## config.mk

```make
export PLATFORM = sky130hd
export DESIGN_NAME = memory_writeback
export DESIGN_NICKNAME = d
export VERILOG_FILES = /design/src/rtl/memory_writeback.sv
export SDC_FILE = /design/constraint.sdc
export NUM_CORES = 1
export LEC_CHECK = 0
export CORE_MARGIN = 2
export CORE_UTILIZATION = 24
export DETAILED_ROUTE_END_ITERATION = 8
export PLACE_DENSITY = 0.46
export SYNTH_ARGS = -nofsm -noshare
export SYNTH_HDL_FRONTEND = slang
export SYNTH_SLANG_ARGS = --single-unit
```

## constraint.sdc

```tcl
create_clock -name clk -period 3.96 [get_ports clk]
set_input_delay 1.188 -clock clk [delete_from_list [all_inputs] [get_ports clk]]
set_output_delay 1.188 -clock clk [all_outputs]
set_load 0.02 [all_outputs]
```

## src/rtl/memory_writeback.sv

```systemverilog
// Final pipeline stage: registers ALU results into the regfile and runs
// load/store transactions on a req/gnt/rvalid data bus, stalling fetch meanwhile.
module memory_writeback #(
  parameter logic [6:0]  OP_LOAD     = 7'b0000011,
  parameter logic [6:0]  OP_STORE    = 7'b0100011,
  parameter int unsigned RSP_TIMEOUT = 16
) (
  input  logic        clk,
  input  logic        rst_n,
  input  logic        in_valid,
  input  logic [6:0]  opcode,
  input  logic [2:0]  func3,
  input  logic        wb_reg,
  input  logic [4:0]  rd_num,
  input  logic [31:0] rd_data,
  input  logic [31:0] rs2_data,
  output logic        stall,
  output logic        rf_we,
  output logic [4:0]  rf_wr_num,
  output logic [31:0] rf_wr_data,
  output logic        dmem_req,
  output logic        dmem_we,
  output logic [31:0] dmem_addr,
  output logic [3:0]  dmem_be,
  output logic [31:0] dmem_wdata,
  input  logic        dmem_gnt,
  input  logic        dmem_rvalid,
  input  logic [31:0] dmem_rdata,
  output logic        misalign_err,
  output logic        bus_err
);

  typedef enum logic [1:0] {S_IDLE, S_REQ, S_WAIT, S_WB} state_t;

  localparam logic [7:0] TIMEOUT_LAST = 8'(RSP_TIMEOUT - 1);

  state_t      state_q, state_d;
  logic [7:0]  cnt_q, cnt_d;
  logic        rf_we_q, rf_we_d;
  logic [4:0]  rf_num_q, rf_num_d;
  logic [31:0] rf_data_q, rf_data_d;
  logic        mis_q, mis_d;
  logic        bus_err_q, bus_err_d;

  // Captured transaction
  logic        we_q;
  logic [31:0] addr_q;
  logic [1:0]  off_q;
  logic [3:0]  be_q;
  logic [31:0] wdata_q;
  logic [2:0]  func3_q;
  logic [4:0]  rd_q;

  logic        is_load, is_store, is_mem;
  logic        f3_legal, aligned, access_ok;
  logic        capture;
  logic        stall_c;
  logic [3:0]  be_calc;
  logic [31:0] wdata_calc;
  logic [31:0] lane_shift;
  logic [7:0]  byte_sel;
  logic [15:0] half_sel;
  logic [31:0] load_data;

  // ---------------- Decode of the incoming bundle ----------------
  assign is_load  = in_valid && (opcode == OP_LOAD);
  assign is_store = in_valid && (opcode == OP_STORE);
  assign is_mem   = is_load || is_store;

  always_comb begin
    f3_legal = 1'b0;
    if (is_load) begin
      case (func3)
        3'b000, 3'b001, 3'b010, 3'b100, 3'b101: f3_legal = 1'b1;
        default:                                 f3_legal = 1'b0;
      endcase
    end else if (is_store) begin
      case (func3)
        3'b000, 3'b001, 3'b010: f3_legal = 1'b1;
        default:                f3_legal = 1'b0;
      endcase
    end
  end

  // func3[1:0] encodes the access size for every legal load/store
  always_comb begin
    case (func3[1:0])
      2'b01:   aligned = ~rd_data[0];
      2'b10:   aligned = (rd_data[1:0] == 2'b00);
      default: aligned = 1'b1;
    endcase
  end

  assign access_ok = f3_legal && aligned;

  always_comb begin
    case (func3[1:0])
      2'b00: begin
        be_calc    = 4'b0001 << rd_data[1:0];
        wdata_calc = {4{rs2_data[7:0]}};
      end
      2'b01: begin
        be_calc    = 4'b0011 << rd_data[1:0];
        wdata_calc = {2{rs2_data[15:0]}};
      end
      default: begin
        be_calc    = 4'b1111;
        wdata_calc = rs2_data;
      end
    endcase
  end

  // ---------------- Load data extraction ----------------
  assign lane_shift = dmem_rdata >> {off_q, 3'b000};
  assign byte_sel   = lane_shift[7:0];
  assign half_sel   = off_q[1] ? dmem_rdata[31:16] : dmem_rdata[15:0];

  always_comb begin
    case (func3_q)
      3'b000:  load_data = {{24{byte_sel[7]}}, byte_sel};
      3'b001:  load_data = {{16{half_sel[15]}}, half_sel};
      3'b100:  load_data = {24'd0, byte_sel};
      3'b101:  load_data = {16'd0, half_sel};
      default: load_data = dmem_rdata;
    endcase
  end

  // ---------------- Next-state / output logic ----------------
  always_comb begin
    state_d   = state_q;
    cnt_d     = cnt_q;
    rf_we_d   = 1'b0;
    rf_num_d  = rf_num_q;
    rf_data_d = rf_data_q;
    mis_d     = 1'b0;
    bus_err_d = 1'b0;
    capture   = 1'b0;
    stall_c   = 1'b0;

    case (state_q)
      S_IDLE: begin
        if (is_mem) begin
          if (access_ok) begin
            capture = 1'b1;
            stall_c = 1'b1;
            state_d = S_REQ;
          end else begin
            mis_d = 1'b1;
          end
        end else begin
          rf_we_d   = in_valid && wb_reg && (rd_num != 5'd0);
          rf_num_d  = rd_num;
          rf_data_d = rd_data;
        end
      end

      S_REQ: begin
        stall_c = 1'b1;
        if (dmem_gnt) begin
          if (we_q) begin
            // Store retires at the grant edge
            stall_c = 1'b0;
            state_d = S_IDLE;
          end else begin
            cnt_d   = 8'd0;
            state_d = S_WAIT;
          end
        end
      end

      S_WAIT: begin
        stall_c = 1'b1;
        cnt_d   = cnt_q + 8'd1;
        if (dmem_rvalid) begin
          rf_we_d   = (rd_q != 5'd0);
          rf_num_d  = rd_q;
          rf_data_d = load_data;
          state_d   = S_WB;
        end else if (cnt_q == TIMEOUT_LAST) begin
          bus_err_d = 1'b1;
          stall_c   = 1'b0;
          state_d   = S_IDLE;
        end
      end

      S_WB: begin
        state_d = S_IDLE;
      end

      default: state_d = S_IDLE;
    endcase
  end

  // ---------------- State and result registers ----------------
  always_ff @(posedge clk or negedge rst_n) begin
    if (!rst_n) begin
      state_q   <= S_IDLE;
      cnt_q     <= 8'd0;
      rf_we_q   <= 1'b0;
      rf_num_q  <= 5'd0;
      rf_data_q <= 32'd0;
      mis_q     <= 1'b0;
      bus_err_q <= 1'b0;
    end else begin
      state_q   <= state_d;
      cnt_q     <= cnt_d;
      rf_we_q   <= rf_we_d;
      rf_num_q  <= rf_num_d;
      rf_data_q <= rf_data_d;
      mis_q     <= mis_d;
      bus_err_q <= bus_err_d;
    end
  end

  // Bus-side capture; held stable through REQ until the grant
  always_ff @(posedge clk or negedge rst_n) begin
    if (!rst_n) begin
      we_q    <= 1'b0;
      addr_q  <= 32'd0;
      off_q   <= 2'b00;
      be_q    <= 4'd0;
      wdata_q <= 32'd0;
      func3_q <= 3'd0;
      rd_q    <= 5'd0;
    end else if (capture) begin
      we_q    <= is_store;
      addr_q  <= {rd_data[31:2], 2'b00};
      off_q   <= rd_data[1:0];
      be_q    <= be_calc;
      wdata_q <= wdata_calc;
      func3_q <= func3;
      rd_q    <= rd_num;
    end
  end

  // ---------------- Outputs ----------------
  assign stall        = stall_c && rst_n;
  assign dmem_req     = (state_q == S_REQ);
  assign dmem_we      = we_q;
  assign dmem_addr    = addr_q;
  assign dmem_be      = be_q;
  assign dmem_wdata   = wdata_q;
  assign rf_we        = rf_we_q;
  assign rf_wr_num    = rf_num_q;
  assign rf_wr_data   = rf_data_q;
  assign misalign_err = mis_q;
  assign bus_err      = bus_err_q;

endmodule

```

After elaboration in Yosys (flattened, before gate mapping):

Index checks and enable logic that the tools add are counted.

* flip-flop bits (word level): 127
* output and inout port bits: 111
* word-level logic and storage cells: 104

* add/sub/neg operators: 1
* equal/unequal tests: 22
* shift operators: 3
* mux-type cells: 42
* bitwise gates (word level): 1
* reductions and logical operators: 21

Operators with widths (count)
* $pmux W32 S2: 2
* $pmux W32 S4: 1
* $mux W32: 2
* $shr A32 B5 Y8: 1
* $mux W1: 19
* $mux W16: 1
* $mux W8: 2
* $pmux W8 S2: 1
* $eq A3 B3 Y1 const B: 4
* $mux W2: 6
* $mux W5: 2
* $ne A2 B2 Y1 const B: 5
* $pmux W5 S2: 1
* $reduce_bool A5 Y1: 2
* $add A8 B1 Y8 const B: 1
* $eq A8 B4 Y1 const B: 1
* $pmux W2 S4: 1
* $pmux W4 S2: 1
* $eq A7 B2 Y1 const B: 1
* $eq A7 B6 Y1 const B: 1
* $eq A2 B2 Y1 const B: 3
* $eq A3 B1 Y1 const B: 2
* $logic_and A1 B1 Y1: 6
* $logic_not A2 Y1: 3
* other kinds (16): 21

Depth between registers and ports, before layout:

Gate-level depths: netlist of run 1.

* word-level depth: 10
* mapped depth: 9
* gate-level depth less buffers: 6

Least setup slack after synthesis of run 1:

Ideal clock, no wire load.

* path kind: input to output
* start: in func3[0]
* end: out stall
* arrival: 2.803 ns
* data required time: 2.772 ns
* setup slack: -0.031 ns
* cell stages on the path: 9
* buffers on the path: 3
* cells stage by stage: inv_1 -> ha_1 -> buf_2 -> nor2_1 -> a22oi_1 -> nand4_2 -> buf_6 -> buf_6 -> a31oi_1

* longest elaborated chain between the ends: 10
* elaborated cells between the ends (all ways): 19
* those cells by class: 6 x eq/ne; 8 x mux; 5 x reduce/logical

Ends and longest elaborated chain
* start, declared: line 12 `input logic [2:0] func3,`
* $eq A3 B1 Y1, or another cell as far along: line 73, 78
* $reduce_or A3 Y1: line 78 `case (func3)`
* $mux W1: line 78
* $mux W1: line 77 `end else if (is_store) begin`
* $mux W1: line 72 `if (is_load) begin`
* $logic_and A1 B1 Y1 (*): line 94 `assign access_ok = f3_legal && aligned;`
* $mux W1 (*): line 143 `if (access_ok) begin`
* $mux W1 (*): line 142 `if (is_mem) begin`
* $pmux W1 S3 (*): line 140 `case (state_q)`
* $logic_and A1 B1 Y1 (*): line 237 `assign stall = stall_c && rst_n;`
* end, declared: line 17 `output logic stall,`

Mark *: on every way between the ends. The rest lies on a longest branch, timed or not.

Worst setup path after layout of run 1:

Ends and elaborated chain as after synthesis.

==> results.cfg, run 1 <==
[die]
io_pins = 228
die_w_um = 165
start_util_pct = 24.6
fp.coreArea_sq_um = 25300
dieHeight_um = 165
num_rows = 58
die_area_sq_um = 27200

[routing]
drtIter0Drc = 249
via_count = 5409
detail_route.vias_per_cell = 4.75
wirelength_um = 21500
drc_errors = 0
ant_nets = 0
wl_per_cell_um = 18.9
firstDrtPassIters = 4

[cts]
cts_tree = built
ctsHtreeMaxLevel = 4
cts_made_buffers = 17
cts_sinks = 127
insertion_delay_ps = 410
clk_pin_slew_ps = 60
clock_path_buffers = 2
cts_root_buffer = clkbuf_16

[sta]
drv_slew = 0
fin_ws_ps = 109
hold_ws_ps = 480
hold_viol_final = 0
max_freq_mhz = 260
min_period_ps = 3850
slew_headroom_pct = 18.3
period_share_pct = 97.2
worst_slew_pin_slew_ps = 1220
finalSetupViolCount = 0
worst_clock_skew_ps = 12.6
rsz0062_at_grt = false

[critical_path]
cp.arrival_ps = 2660
cp.required_ps = 2770
end_kind = output pin
critPathKind = primary input to output pin
start_kind = primary input
reg2reg_depth = 4
crit_fanout = 3

[cells_and_area]
drive_gt1_share_pct = 20.4
syn_to_final_growth_pct = 53.6
fillers = 2493
multi_input_area_sq_um = 2860
seq_area_sq_um = 3180
final_nets = 917
antenna_cells = 0
final_cells = 1138

[min_path]
hold_depth = 2
min-delay-path-class = register to register

[power_and_ir_drop]
ir_drop_uv = 190
power_density_nw_per_um2 = 391
p_leak_uw = 0.00404
power_uw = 3730

[synthesis]
syn_area_sq_um = 6220
synth_top_area_cell = dfrtp_1
ys.flop_type = dfrtp_1
async_flop_share_pct = 100
yosysWarningCount = 0
synth_edf_count = 0
syn_inst = 567
syn_area_per_cell_sq_um = 11.0
synth_area_leaders = dfrtp_1 (51%), mux2_2 (15%), nand2_1 (3.9%)
ys_seq_area_share_pct = 51.1
ys_seq_elements = 127
yosys.area.top_type_share_pct = 51.1
synth_cell_types = 49

[global_route]
grt_overflow = 0
use_met3_pct = 5.20
grt_pass1_wl_um = 33400
busiest_layer = met2
grt_max_degree = 79
antenna_found_initial = 2
first_global_vias = 5784
met2_usage_pct = 25.8
grtUsageMet1_pct = 20.7
grt_util_all_layers_pct = 16.1

[run]
drv_cap = 0

[place]
dp_hpwl_um = 16000
port_buffers = 225
dp_slack_ps = -615
dp.cells = 1105
place_congestion = 0.792

[status]
status = finished clean
cell usage in the layout (no fill, tap or decap), drive strengths merged, types with 8 or more instances in the layout:
cell,Yosys,routed
a2111oi,17,17
a21oi,23,23
o32ai,8,8
clkdlybuf4s50,0,218
nand3,14,14
a22oi,9,9
mux2,89,89
inv,9,9
buf,15,30
o311ai,10,10
dfrtp,127,127
nand2,64,64
clkbuf,29,18
nor2,35,35
a22o,8,8
o21ai,40,40
metal layers:
metal	part of all wire (%)	up-vias	routed length, um
li1	-	2542	-
met3	7.2	28	1550
met1	44	2646	9400
met5	0.11	-	24
met2	47	189	10100
met4	1.8	4	391
Yosys cell counts (all sizes together), types with 3 or more instances:
master,count
a2111oi,17
a21oi,23
a22o,8
a22oi,9
a311oi,7
a31oi,6
buf,15
clkbuf,29
dfrtp,127
ha,4
inv,9
mux2,89
mux2i,5
nand2,64
nand2b,6
nand3,14
nand4,5
nor2,35
nor2b,5
o21ai,40
o311ai,10
o32ai,8
or3,7
or4,3
xor2,6
flip-flops by register name, indices dropped and copies added, names as in the netlist:
register / flops
state_q: 2
rf_we: 1
rd_q: 5
misalign_err: 1
cnt_q: 8
dmem_wdata: 32
dmem_addr: 30
func3_q: 3
dmem_we: 1
dmem_be: 4
rf_wr_data: 32
bus_err: 1
rf_wr_num: 5
off_q: 2
cells by family after synthesis:
family / synth area share [%]
AOI/OAI and AO/OA: 14.3
xor gates and xnor gates: 0.845
buffers and inverters: 3.74
other: 0.0603
muxes: 17.6
adders and majority gates: 0.805
DFF: 51.1
and+or+nand+nor: 11.5
final timing paths:
kind	from	to	slack, ps
setup reg to reg	func3_q[0]$_DFFE_PN0P_	rf_wr_data[7]$_DFFE_PN0P_	1330
setup / recovery	func3[0]	stall	110
max in group asynchronous	rst_n	dmem_wdata[15]$_DFFE_PN0P_	1540
hold / removal	rf_wr_data[24]$_DFFE_PN0P_	rf_wr_data[24]$_DFFE_PN0P_	480
min in group asynchronous	rst_n	dmem_addr[29]$_DFFE_PN0P_	1010
hold reg to reg	rf_wr_data[24]$_DFFE_PN0P_	rf_wr_data[24]$_DFFE_PN0P_	480
metrics by stage:
step	cell area, sq um	setup TNS [ps]	utilization, %
finish	9550	0	37.7
global route	9550	0	37.7
CTS	9550	0	37.7
detailed placement	8930	-3810	35.2
global placement	8930	-598	35.2
floorplan	6230	0	-
worst max-delay path, stage by stage:
cell	delay (ps)
dlygate4sd2_1	250
inv_2	70
ha_2	180
inv_1	50
o311ai_2	290
buf_4	190
nand4_4	100
a31oi_2	170
buf_4	170
final cells by class:
class                      count  area share (%)
clock inverter                13            1.76
sequential                   127            33.3
inverter                       9           0.354
timing repair buffer         253            25.8
multi-input combinational    388            30.0
clock buffer                  18            4.49
tap                          330            4.32
report_power, final:
| group | internal, uW | leakage (uW) | switching (uW) | total [uW] |
|---|---|---|---|---|
| Combinational | 343 | 0.00215 | 315 | 658 |
| Clock | 989 | 0.000274 | 622 | 1610 |
| Sequential | 1390 | 0.00162 | 71.5 | 1470 |
repair_timing:
| item | 4_1_cts | 5_1_grt |
|---|---|---|
| endpoints found under the hold margin | 0 | 0 |
| buffers inserted | 2 | 0 |
| hold buffers | 0 | 0 |
| pin swaps | 5 | 1 |
| resized for setup | 16 | 0 |
| endpoints found under the setup margin | 1 | 1 |
(Power assumes the default switching activity.)
==> run 2, diff against run 1 <==
--- a/config.mk
+++ b/config.mk
@@ -5,10 +5,10 @@
 export SDC_FILE = /design/constraint.sdc
 export NUM_CORES = 1
 export LEC_CHECK = 0
-export CORE_MARGIN = 2
 export CORE_UTILIZATION = 24
 export DETAILED_ROUTE_END_ITERATION = 8
 export PLACE_DENSITY = 0.46
+export SKIP_CTS_REPAIR_TIMING = 1
 export SYNTH_ARGS = -nofsm -noshare
 export SYNTH_HDL_FRONTEND = slang
 export SYNTH_SLANG_ARGS = --single-unit
==> results.cfg, run 2 (same netlist as run 1, synthesis figures left out) <==
[status]
status = finished clean

[sta]
worst_slew_pin_slew_ps = 1230
hold_viol_final = 0
max_freq_mhz = 257
finalSetupViolCount = 0
period_share_pct = 98.4
min_period_ps = 3900
worst_clock_skew_ps = 9.52
slew_headroom_pct = 17.3
hold_ws_ps = 478
rsz0062_at_grt = false
drv_slew = 0

[critical_path]
critPathLaunch = opcode[3]
start_kind = primary input
rr_startpoint = func3_q[0]$_DFFE_PN0P_
end_kind = output pin
reg2reg_depth = 4
critical_path.top_delay_family = simple AND/OR/NAND/NOR gates
rr_endpoint = rf_wr_data[7]$_DFFE_PN0P_
cp_num_buf_inv = 2
critical-path-max-stage-delay_ps = 470
cp.arrival_ps = 2710
cp.required_ps = 2770
crit_cells = 6
path_cells = clkdlybuf4s50_1 > or4_4 > nor2_4 > nand4_4 > a31oi_4 > buf_6
crit_end = stall
critPathKind = primary input to output pin
crit_fanout = 2
critPathSlowestCell = or4_4
r2r_setup_slack_ps = 1210

[die]
fp.coreArea_sq_um = 25300
die_area_sq_um = 26600
dieHeight_um = 163
num_rows = 58
io_pins = 228
start_util_pct = 24.6
die_w_um = 163

[cells_and_area]
final_nets = 915
final_common_cell = clkdlybuf4s50_1
fillers = 2476
layout_common_cells = clkdlybuf4s50_1 (218), dfrtp_1 (127), mux2_2 (84)
syn_to_final_growth_pct = 54.4
drive_gt1_share_pct = 20.4
seq_area_sq_um = 3180
fin_area_sq_um = 9610
final_cells = 1139
multi_input_area_sq_um = 2880

[place]
dp_hpwl_um = 15500
port_buffers = 225
place_congestion = 0.764
dp.cells = 1105
place_area_sq_um = 8940

[routing]
via_count = 5445
ant_nets = 0
drc_errors = 0
wl_per_cell_um = 18.8
firstDrtPassIters = 5
wirelength_um = 21400
drtIter0Drc = 325
detail_route.vias_per_cell = 4.78

[run]
drv_cap = 0

[cts]
clock_path_buffers = 2
cts_made_buffers = 17
cts_root_buffer = clkbuf_16
cts_tree = built
ctsHtreeMaxLevel = 4
insertion_delay_ps = 410
cts_sinks = 127
clk_pin_slew_ps = 60

[power_and_ir_drop]
power_density_nw_per_um2 = 394
p_leak_uw = 0.00409
ir_drop_uv = 224
power_uw = 3780

[global_route]
antenna_found_initial = 2
grt_util_all_layers_pct = 16.4
grt_max_degree = 128
grt_overflow = 0
grt_pass1_wl_um = 33100
first_global_vias = 5681

[min_path]
min-delay-path-class = register to register
==> run 2: layer usage <==
metal	up-vias	wire length [um]	share of wire, %	GRT usage [%]
li1	2535	-	-	-
met1	2706	9610	45	21.2
met2	183	10100	47	26.2
met3	21	1370	6.4	5.04
met4	0	332	1.6	4.38
met5	-	0	0	0
==> run 2: cell type report <==
class | count | area share, %
clock inverter | 14 | 1.90
multi-input combinational | 388 | 29.9
antenna | 2 | 0.0521
tap | 330 | 4.30
inverter | 9 | 0.352
sequential | 127 | 33.1
timing repair buffer | 251 | 25.9
clock buffer | 18 | 4.47
==> run 2: stage by stage <==
stage | utilization (%) | worst slack (ps) | TNS, ps
2_1_floorplan | - | 61.8 | 0
3_3_place_gp | 35.3 | -674 | -986
3_5_place_dp | 35.3 | -698 | -4400
4_1_cts | 37.7 | -694 | -694
5_1_grt | 37.9 | 2.45 | 0
6_report | 37.9 | 65.0 | 0
==> run 2: where the power goes <==
group          switching (uW)  total (uW)  internal (uW)
sequential               72.2        1470           1390
combinational             315         661            345
clock                     652        1660           1000
total                    1040        3780           2740
==> run 2: worst min-delay path by stage <==
stage                                    start                    endpoint  slack, ps  cells past startpoint
floorplan                 cnt_q[0]$_DFFE_PN0P_        cnt_q[0]$_DFFE_PN0P_        480                      1
global route        rf_wr_data[31]$_DFFE_PN0P_  rf_wr_data[31]$_DFFE_PN0P_        510                      2
finish               rf_wr_data[7]$_DFFE_PN0P_   rf_wr_data[7]$_DFFE_PN0P_        480                      2
CTS                  rf_wr_data[7]$_DFFE_PN0P_   rf_wr_data[7]$_DFFE_PN0P_        480                      2
global placement    rf_wr_data[24]$_DFFE_PN0P_  rf_wr_data[24]$_DFFE_PN0P_        470                      2
detailed placement   rf_wr_data[7]$_DFFE_PN0P_   rf_wr_data[7]$_DFFE_PN0P_        470                      2
==> run 2: worst reg2reg max path: stages, from the launching register on <==
cell       delay [ps]
dfrtp_1           510
nor2b_1           860
nor3_1            100
a2111oi_0         920
o21ai_0           200
